**config.mk**
```make
export PLATFORM = sky130hd
export DESIGN_NAME = core_host
export DESIGN_NICKNAME = d
export VERILOG_FILES = /design/src/rtl/core_host.sv
export SDC_FILE = /design/constraint.sdc
export NUM_CORES = 1
export LEC_CHECK = 0
export CORE_MARGIN = 4
export CORE_UTILIZATION = 45
export DETAILED_ROUTE_END_ITERATION = 16
export DONT_BUFFER_PORTS = 1
export SLEW_MARGIN = 15
export SYNTH_ARGS = -nofsm -noshare
export SYNTH_HDL_FRONTEND = slang
export SYNTH_SLANG_ARGS = --single-unit
```
**constraint.sdc**
```tcl
create_clock -name clk -period 1.8 [get_ports clk]
set_input_delay 0.27 -clock clk [delete_from_list [all_inputs] [get_ports clk]]
set_output_delay 0.27 -clock clk [all_outputs]
set_load 0.01 [all_outputs]
```
**src/rtl/core_host.sv**
```systemverilog
// Host sequencer for a processor core: reset pulse, run until done, then stream a data-memory window out.
// Optional run-cycle timeout abort is compiled in with `define CORE_HOST_TIMEOUT_EN.
module core_host #(
    parameter logic [7:0]  BASE = 8'h00,
    parameter logic [8:0]  LEN  = 9'd64,
    parameter logic [15:0] TMO  = 16'd4096
) (
    input  logic        clk,
    input  logic        reset,
    input  logic        start,
    output logic        core_reset,
    input  logic        core_done,
    output logic [7:0]  dm_addr,
    input  logic [7:0]  dm_dat,
    output logic [7:0]  out_dat,
    output logic        out_valid,
    input  logic        out_ready,
    output logic        busy,
    output logic [15:0] cycles,
    output logic        timeout,
    output logic        finished
);

    typedef enum logic [2:0] {IDLE, RSTC, RUN, DUMP, FIN} state_t;

    state_t      state_q, state_d;
    logic        rc_q, rc_d;
    logic [7:0]  idx_q, idx_d;
    logic [15:0] cycles_q, cycles_d;
    logic        timeout_q, timeout_d;
    logic        tmo_hit;

`ifdef CORE_HOST_TIMEOUT_EN
    // Abort decision is made in the TMO-th RUN cycle so DUMP starts with cycles == TMO.
    assign tmo_hit = ({1'b0, cycles_q} + 17'd1) >= {1'b0, TMO};
`else
    logic tmo_unused;
    assign tmo_hit    = 1'b0;
    assign tmo_unused = ^TMO;
`endif

    always_comb begin
        state_d   = state_q;
        rc_d      = rc_q;
        idx_d     = idx_q;
        cycles_d  = cycles_q;
        timeout_d = timeout_q;
        unique case (state_q)
            IDLE: begin
                if (start) begin
                    state_d   = RSTC;
                    rc_d      = 1'b0;
                    cycles_d  = '0;
                    timeout_d = 1'b0;
                end
            end
            RSTC: begin
                rc_d = 1'b1;
                if (rc_q) state_d = RUN;
            end
            RUN: begin
                idx_d = '0;
                if (cycles_q != '1) cycles_d = cycles_q + 16'd1;
                if (core_done) begin
                    state_d = DUMP;
                end else if (tmo_hit) begin
                    state_d   = DUMP;
                    timeout_d = 1'b1;
                end
            end
            DUMP: begin
                if (out_ready) begin
                    if ({1'b0, idx_q} == (LEN - 9'd1)) begin
                        state_d = FIN;
                        idx_d   = '0;
                    end else begin
                        idx_d = idx_q + 8'd1;
                    end
                end
            end
            FIN: begin
                state_d = IDLE;
            end
            default: begin
                state_d = IDLE;
            end
        endcase
    end

    always_ff @(posedge clk) begin
        if (!reset) begin
            state_q   <= IDLE;
            rc_q      <= 1'b0;
            idx_q     <= '0;
            cycles_q  <= '0;
            timeout_q <= 1'b0;
        end else begin
            state_q   <= state_d;
            rc_q      <= rc_d;
            idx_q     <= idx_d;
            cycles_q  <= cycles_d;
            timeout_q <= timeout_d;
        end
    end

    assign core_reset = (state_q != RUN);
    assign busy       = (state_q != IDLE);
    assign finished   = (state_q == FIN);
    assign out_valid  = (state_q == DUMP);
    assign dm_addr    = (state_q == DUMP) ? (BASE + idx_q) : '0;
    assign out_dat    = (state_q == DUMP) ? dm_dat : '0;
    assign cycles     = cycles_q;
    assign timeout    = timeout_q;

endmodule

```
# Word-level counts from Yosys, hierarchy flattened
# Index checks and enable logic that the tools add are counted.
# W data, S select, Z words.
# totals
reg_bits	28
input_bits	13
out_inout_bits	37
word_cells	44
# classes
n_addsub	2
eq_ne	13
muxes	16
n_reduce_logical	9
# ops
operator	count
$mux W16	2
$mux W8	4
$pmux W16 S2	1
$add A16 B1 Y16 const B	1
$ne A16 B16 Y1 const B	1
$pmux W8 S2	1
$mux W3	5
$pmux W3 S4	1
$add A8 B1 Y8 const B	1
$eq A8 B6 Y1 const B	1
$ne A2 B2 Y1 const B	4
$eq A3 B2 Y1 const B	2
$reduce_bool A2 Y1	3
$reduce_and A5 Y1	1
$ne A2 B1 Y1 const B	2
$reduce_and A2 Y1	2
$eq A3 B1 Y1 const B	1
$eq A3 B3 Y1 const B	1
$logic_not A3 Y1	1
$ne A3 B2 Y1 const B	1
$reduce_and A3 Y1	1
$reduce_bool A3 Y1	1
$pmux W1 S2	1
$mux W1	1

# Depth between registers and ports, before layout
# Gate-level depths: netlist of run 1.
# logic_depth
word_depth	4
mapped_depth	8

# Worst setup path after synthesis of run 1
# OpenSTA, ideal clock, no wires.
# synth_timing
path_kind	reg2reg
startpoint	register cycles_q[0] (netlist: cycles[0])
endpoint	register cycles_q[14] (netlist: cycles[14])
setup_time_ps	74
arrival_ps	1695
path_slack_ps	31
path_stages_with_launch	6
synth_period_minus_slack_ps	1769
path_cell_list	dfxtp_1 ha_1 nand3_1 or2_1 or4_1 a31oi_1
# synth_between
elab_chain_cells	3
word_cells_on_any_way	6
classes_between	add/sub: 1; eq/ne: 2; mux: 2; reduce/logical: 1
# synth_lines
item	line	source
start: declaration	29	logic [15:0] cycles_q, cycles_d;
start signal: assignment	101	cycles_q <= cycles_d;
$add A16 B1 Y16 or $ne A16 B16 Y1 (tied branches)	63	if (cycles_q != '1) cycles_d = cycles_q + 16'd1;
$mux W16 or $ne A2 B2 Y1 (tied branches)	n/a	
$pmux W16 S2 or $reduce_and A3 Y1 (tied branches)	n/a	
# Several ways; a longest one is shown, not always the timed one. The select of a mux whose other input is x is not followed.
# A chain may end at the register's enable or synchronous reset.

# Final worst setup path of run 1
# layout_timing
startpoint	register cycles_q[0] (netlist: cycles[0])
endpoint	register cycles_q[10] (netlist: cycles[10])
# Same word-level chain as after synthesis.

==> metrics.cfg, run 1 <==
[setup_path]
critPathSlowestCell = dfxtp_1
critPathKind = reg2reg
reg2regPathDepth = 6
path_max_fanout = 4
worstSetupStartpointType = flop
arrival_ns = 1.95
r2r_slack_ns = 0.08
critPathMaxStageDelay_ns = 0.36
worst-endpoint-required_ns = 2.02
path_cells = ha_1 -> nand4_1 -> nor4_4 -> buf_4 -> nand2b_1 -> o221a_2
rr_startpoint = cycles[0]
r2r-end = cycles[10]
end_kind = flop

[yosys]
synth_edf_count = 0
synthFlopType = dfxtp_1
synth_top_area_share_pct = 30.7
ys.warnings.count = 0
yosys-top-cells-area = dfxtp_1 31%, and2_1 6.2%, nand2_1 3.9%
postSynth.asyncResetShare_pct = 0
synth.distinct_cells = 53
syn_avg_cell_area_um2 = 8.01
ys_ff_latch = 28
syn-cell-area_um2 = 1830
synth-seq-area-share_pct = 30.7
yosysTopAreaCell = dfxtp_1
synth_cells = 228
syn_nets = 243

[placement]
postPlaceCellArea_um2 = 2060
gp_congestion = 0.902
hpwl_um = 4130
io_buffer_count = 0

[die]
core_um2 = 3800
die_h_um = 71.7
ios = 50
rows = 22
die_area_um2 = 5140
start_util_pct = 48.1
die_w_um = 71.7

[routing]
drt-total-wl_um = 5590
wl_met1_um = 2130
firstDrtPassIters = 4
top_layer = met4
dr.first_iter.drc_count = 91
wl_per_cell_um = 18.6
met2WireLength_um = 2970
num_vias = 1878
wl_met3_um = 402
vias_per_cell = 6.24
drc = 0
postRouteAntennaNets = 0

[finish]
antenna_cells = 0
finish.net_count = 269
layout_commonest_cell = buf_4
final_cell_mix = 34 x buf_4, 19 x nand2_1, 19 x dfxtp_1, 18 x and2_1, 13 x nor2_1
fin_area_um2 = 2180
drive_gt1_share_pct = 24.5
syn_to_final_growth_pct = 19.3

[sta]
setup_viol = 0
period_needed_ns = 1.72
rsz0062_at_grt = true
report.final.slew_viol_count = 0
hold_viol_final = 0
fmax_mhz = 580
period_share_pct = 95.8
finClkSkew_ns = 0.00934

[clocking]
hold_buffers = 0
clockBufferDepth = 2
htree_levels = 1
insertion_delay_ns = 0.28
cts_tree = yes
clk_pin_slew_worst_paths_ns = 0.11
cts_buffers = 3
cts-root-buf = clkbuf_8
cts_sinks = 28

[grt]
track_usage_pct = 21.6
overflow = 0
antenna_found_initial = 0
grt_pass1_vias = 1809
grt_max_degree = 18
grt_pass1_wl_um = 8970

[pwr]
p_total_mw = 1.27
p_leak_nw = 0.774
vdd_drop_max_v = 0.000441
pwr_density_cell_nw_per_um2 = 583

[run_status]
status = completed

[min_path]
worst_hold_path.endpoint = state_q[0]
holdPathStages = 1
min_from = reset
min_path_type = in2reg

[job]
cap_violations = 0

-- Yosys cell counts, drive strengths merged, types with 2 or more instances --
cell / instances
a211oi: 2
and2: 18
o21ai: 10
or3: 6
nand2b: 3
o221a: 4
nand4b: 2
or2: 2
o21a: 6
a21boi: 3
a21bo: 2
nor4: 3
a21oi: 7
inv: 4
nor2b: 4
nand3: 12
a31oi: 10
buf: 5
nand3b: 2
nor3: 8
nor2: 14
clkbuf: 8
and4: 5
nand4: 8
xnor2: 3
ha: 2
nor3b: 2
o31ai: 4
dfxtp: 28
or4: 5
o211ai: 3
nand2: 19
-- report_power, final --
group	leakage (nW)	internal (mW)	switching, mW
sequential	0.230	0.628	0.0119
clock	0.0357	0.298	0.212
combinational	0.508	0.0477	0.0725
-- worst max path at each step --
| stage | depth (start not counted) | endpoint | from |
|---|---|---|---|
| 6_report | 6 | cycles[10] | cycles[0] |
| 4_1_cts | 4 | core_reset | state_q[2] |
| 3_3_place_gp | 5 | idx_q[4] | idx_q[1] |
| 5_1_grt | 6 | cycles[11] | cycles[0] |
| 2_1_floorplan | 5 | cycles[14] | cycles[0] |
| 3_5_place_dp | 5 | idx_q[3] | idx_q[1] |
-- sequential cells by signal, indices dropped and copies added (netlist names) --
signal / count
cycles: 16
idx_q: 8
state_q: 3
rc_q: 1
-- final cells by class --
cell class	instances	area [µm²]
fill	361	1620
multi-input combinational	183	1200
sequential	28	572
timing repair buffer	34	255
tap	48	60.1
clock buffer	3	41.3
clock inverter	1	30.0
inverter	4	15.0
-- per-stage QoR --
stage                     worst slack, ns  cells  util [%]  setup TNS [ns]  hold slack, ns
final                              0.0754    301      57.3               0          0.0910
after global routing              -0.0503    301      57.3          -0.180          0.0867
after CTS                         0.00573    298      56.2               0          0.0844
after detailed placement           0.0459    294      54.2               0           0.394
after global placement              0.117    294      54.2               0           0.390
after floorplan                    0.0305    228         -               0           0.429
-- critical path: cells and delay by family (launching register included) --
kind	cells	cell delay, ns
and+or+nand+nor	3	0.70
DFF	1	0.36
adders and majority gates	1	0.21
AOI/OAI and AO/OA	1	0.21
buffers and inverters	1	0.19
-- timing repair --
item | 4_1_cts | 5_1_grt
gates resized for setup | 2 | 9
hold endpoints to repair | 0 | 0
setup endpoints to repair | 7 | 35
pin swaps | 0 | 2
buffers inserted | 0 | 3
-- kinds of logic after synthesis --
kind of cell / synth area share, %
XOR/XNOR: 1.44
multiplexers: 0.617
buffers and inverters: 3.98
AO/OA/AOI/OAI: 22.2
adder cells (fa/ha/maj): 1.37
other: 0.205
flip-flops: 30.7
AND/OR/NAND/NOR: 39.5
-- metal layers --
layer | GRT usage (%) | vias to the layer above
met3 | 4.21 | 10
met5 | 0 | -
met4 | 5.43 | 0
met1 | 24.9 | 876
met2 | 40.3 | 81
li1 | - | 911
(Power assumes the default switching activity.)
==> inputs of run 2 (changes only) <==
--- a/config.mk
+++ b/config.mk
@@ -7,6 +7,7 @@
 export LEC_CHECK = 0
 export CORE_MARGIN = 4
 export CORE_UTILIZATION = 45
+export CTS_BUF_LIST = sky130_fd_sc_hd__clkbuf_4
 export DETAILED_ROUTE_END_ITERATION = 16
 export DONT_BUFFER_PORTS = 1
 export SLEW_MARGIN = 15
==> run 2 against run 1 <==
  * Clock-buffer cell count unchanged
  * Clock skew decreased by 0.0025 ns
  * Register-to-register slack about the same
  * Critical endpoint is now cycles[15]
==> metrics.cfg, run 2 (synthesized netlist as in run 1, its figures left out) <==
[setup_path]
critPathMaxStageDelay_ns = 0.54  ; was 0.36 ns
cp_top_family = simple AND/OR/NAND/NOR gates  ; unchanged
worst-endpoint-required_ns = 2.08  ; was 2.02 ns
cp_num_buf_inv = 0  ; was 1
path_cells = nand2_1 -> or3_1 -> or4_1 -> a31oi_1  ; was ha_1 -> nand4_1 -> nor4_4 -> buf_4 -> nand2b_1 -> o221a_2
reg2regPathDepth = 4  ; was 6
arrival_ns = 2.00  ; was 1.95 ns
path_max_fanout = 7  ; was 4
cp.depth = 4  ; was 6
critPathKind = reg2reg  ; unchanged
end_kind = flop  ; unchanged
r2r_slack_ns = 0.08  ; about the same
critPathSlowestCell = dfxtp_1  ; unchanged
worstSetupStartpointType = flop  ; unchanged

[sta]
finClkSkew_ns = 0.00682  ; was 0.00934 ns
fmax_mhz = 581  ; was 580 MHz
tightest_slew_ns = 0.574
report.final.slew_viol_count = 0  ; unchanged
hold_viol_final = 0  ; unchanged
period_share_pct = 95.6  ; was 95.8%
fin_setup_tns_ns = 0  ; unchanged
period_needed_ns = 1.72  ; about the same
slew_headroom_pct = 61.4
setup_viol = 0  ; unchanged

[routing]
dr.first_iter.drc_count = 110  ; was 91
wl_per_cell_um = 18.6  ; about the same
num_vias = 1935  ; was 1,878
vias_per_cell = 6.26  ; was 6.24
drc = 0  ; unchanged
postRouteAntennaNets = 0  ; unchanged
drt-total-wl_um = 5750  ; was 5590 µm
firstDrtPassIters = 4  ; unchanged

[min_path]
holdPathStages = 1  ; unchanged
min_path_type = in2reg  ; unchanged

[finish]
largest_reg_flops = 16  ; unchanged
fin_area_um2 = 2260  ; was 2180 µm²
final_cell_mix = 36 x buf_4, 19 x nand2_1, 19 x dfxtp_1, 18 x and2_1, 13 x nor2_1  ; was 34 x buf_4, 19 x nand2_1, 19 x dfxtp_1, 18 x and2_1, 13 x nor2_1
syn_to_final_growth_pct = 23.6  ; was 19.3%
layout_commonest_cell = buf_4  ; unchanged
antenna_cells = 0  ; unchanged
drive_gt1_share_pct = 26.8  ; was 24.5%
finish.net_count = 277  ; was 269

[die]
die_area_um2 = 5140  ; unchanged
die_h_um = 71.7  ; unchanged
die_w_um = 71.7  ; unchanged
rows = 22  ; unchanged
ios = 50  ; unchanged
core_um2 = 3800  ; unchanged
start_util_pct = 48.1  ; unchanged

[grt]
track_usage_pct = 21.6  ; about the same
grt_pass1_wl_um = 8970  ; unchanged
antenna_found_initial = 0  ; unchanged
overflow = 0  ; unchanged
grt_max_degree = 18  ; unchanged
grt_pass1_vias = 1813  ; was 1,809

[clocking]
clockBufferDepth = 2  ; unchanged
insertion_delay_ns = 0.34  ; was 0.28 ns
cts_tree = yes  ; unchanged
htree_levels = 1  ; unchanged
cts_sinks = 28  ; unchanged
clk_pin_slew_worst_paths_ns = 0.16  ; was 0.11 ns
cts_buffers = 3  ; unchanged
cts-root-buf = clkbuf_4  ; was clkbuf_8

[pwr]
p_total_mw = 1.21  ; was 1.27 mW
p_leak_nw = 0.803  ; was 0.774 nW
vdd_drop_max_v = 0.000310  ; was 0.000441 V
pwr_density_cell_nw_per_um2 = 535  ; was 583 nW/µm²

[placement]
gp_congestion = 0.902  ; unchanged
postPlaceCellArea_um2 = 2060  ; unchanged
hpwl_um = 4130  ; unchanged
io_buffer_count = 0  ; unchanged

[job]
cap_violations = 0  ; unchanged

[run_status]
status = completed  ; unchanged

==> run 2: cell types whose count changed in the layout (fill, tap and decap cells not counted) <==
cell	previous run	this run
nand2b_1	2	1
or2_4	0	1
nand2b_4	1	2
clkbuf_4	0	3
buf_6	0	3
inv_1	4	3
clkbuf_8	3	0
buf_4	34	36
clkinvlp_4	0	2
dlygate4sd3_1	0	2
or2_2	1	0
dfxtp_2	9	6
dfxtp_4	0	3
==> run 2: report_power, final <==
| group | leakage (nW) | switching [mW] | internal, mW |
|---|---|---|---|
| Clock | 0.0279 | 0.209 | 0.225 |
| Combinational | 0.544 | 0.0771 | 0.0560 |
| Sequential | 0.231 | 0.0122 | 0.626 |
==> run 2: layer usage <==
layer	vias up	part of all wire (%)	GRT usage [%]
met5	-	0	0
met4	0	1.6	6.05
met3	14	6.8	4.21
met2	76	54	40.2
met1	917	38	24.9
li1	928	-	-
==> run 2: through the flow <==
step | instances | util (%) | setup WS, ns | hold WS (ns)
after detailed placement | 294 | 54.2 | 0.0459 | 0.394
after global routing | 309 | 59.4 | -0.00342 | 0.0101
final | 309 | 59.4 | 0.0791 | 0.0268
after CTS | 299 | 56.0 | 0.00417 | 0.00468
after global placement | 294 | 54.2 | 0.117 | 0.390
after floorplan | 228 | - | 0.0305 | 0.429
==> run 2: final timing paths <==
path	start	end
worst max-delay path	cycles[7]	cycles[15]
worst min-delay path	reset	cycles[1]
worst max register to register	cycles[7]	cycles[15]
worst min register to register	idx_q[1]	idx_q[1]
==> run 2: worst register-to-register path, stage by stage (launching register included) <==
cell and delay (ns):
dfxtp_1 0.54, nand2_1 0.14, or3_1 0.40, or4_1 0.41
a31oi_1 0.18
==> run 2: area by class of cell <==
cell class              count  area [µm²]
fillers                   359        1540
multi-input cells         183        1210
flip-flops and latches     28         579
repair buffers             41         324
well taps                  48        60.1
clock inverters             1        30.0
clock buffers               3        22.5
inverters                   4        18.8
repair inverters            1        7.51
==> run 2: what timing repair did <==
action,4_1_cts,5_1_grt
resized for setup,3,18
hold buffers,1,1
gates cloned,0,1
pin swaps,0,5
hold endpoints to repair,1,1
buffers inserted,0,8
setup endpoints to repair,17,33
==> inputs of run 3 (changes only) <==
--- a/config.mk
+++ b/config.mk
@@ -5,9 +5,11 @@
 export SDC_FILE = /design/constraint.sdc
 export NUM_CORES = 1
 export LEC_CHECK = 0
+export CAP_MARGIN = 20
 export CORE_MARGIN = 4
 export CORE_UTILIZATION = 45
 export CTS_BUF_LIST = sky130_fd_sc_hd__clkbuf_4
+export CTS_CLUSTER_SIZE = 28
 export DETAILED_ROUTE_END_ITERATION = 16
 export DONT_BUFFER_PORTS = 1
 export SLEW_MARGIN = 15
==> results of run 3 <==
Same layout as run 2: the final DEF is identical, and so are final timing and power.
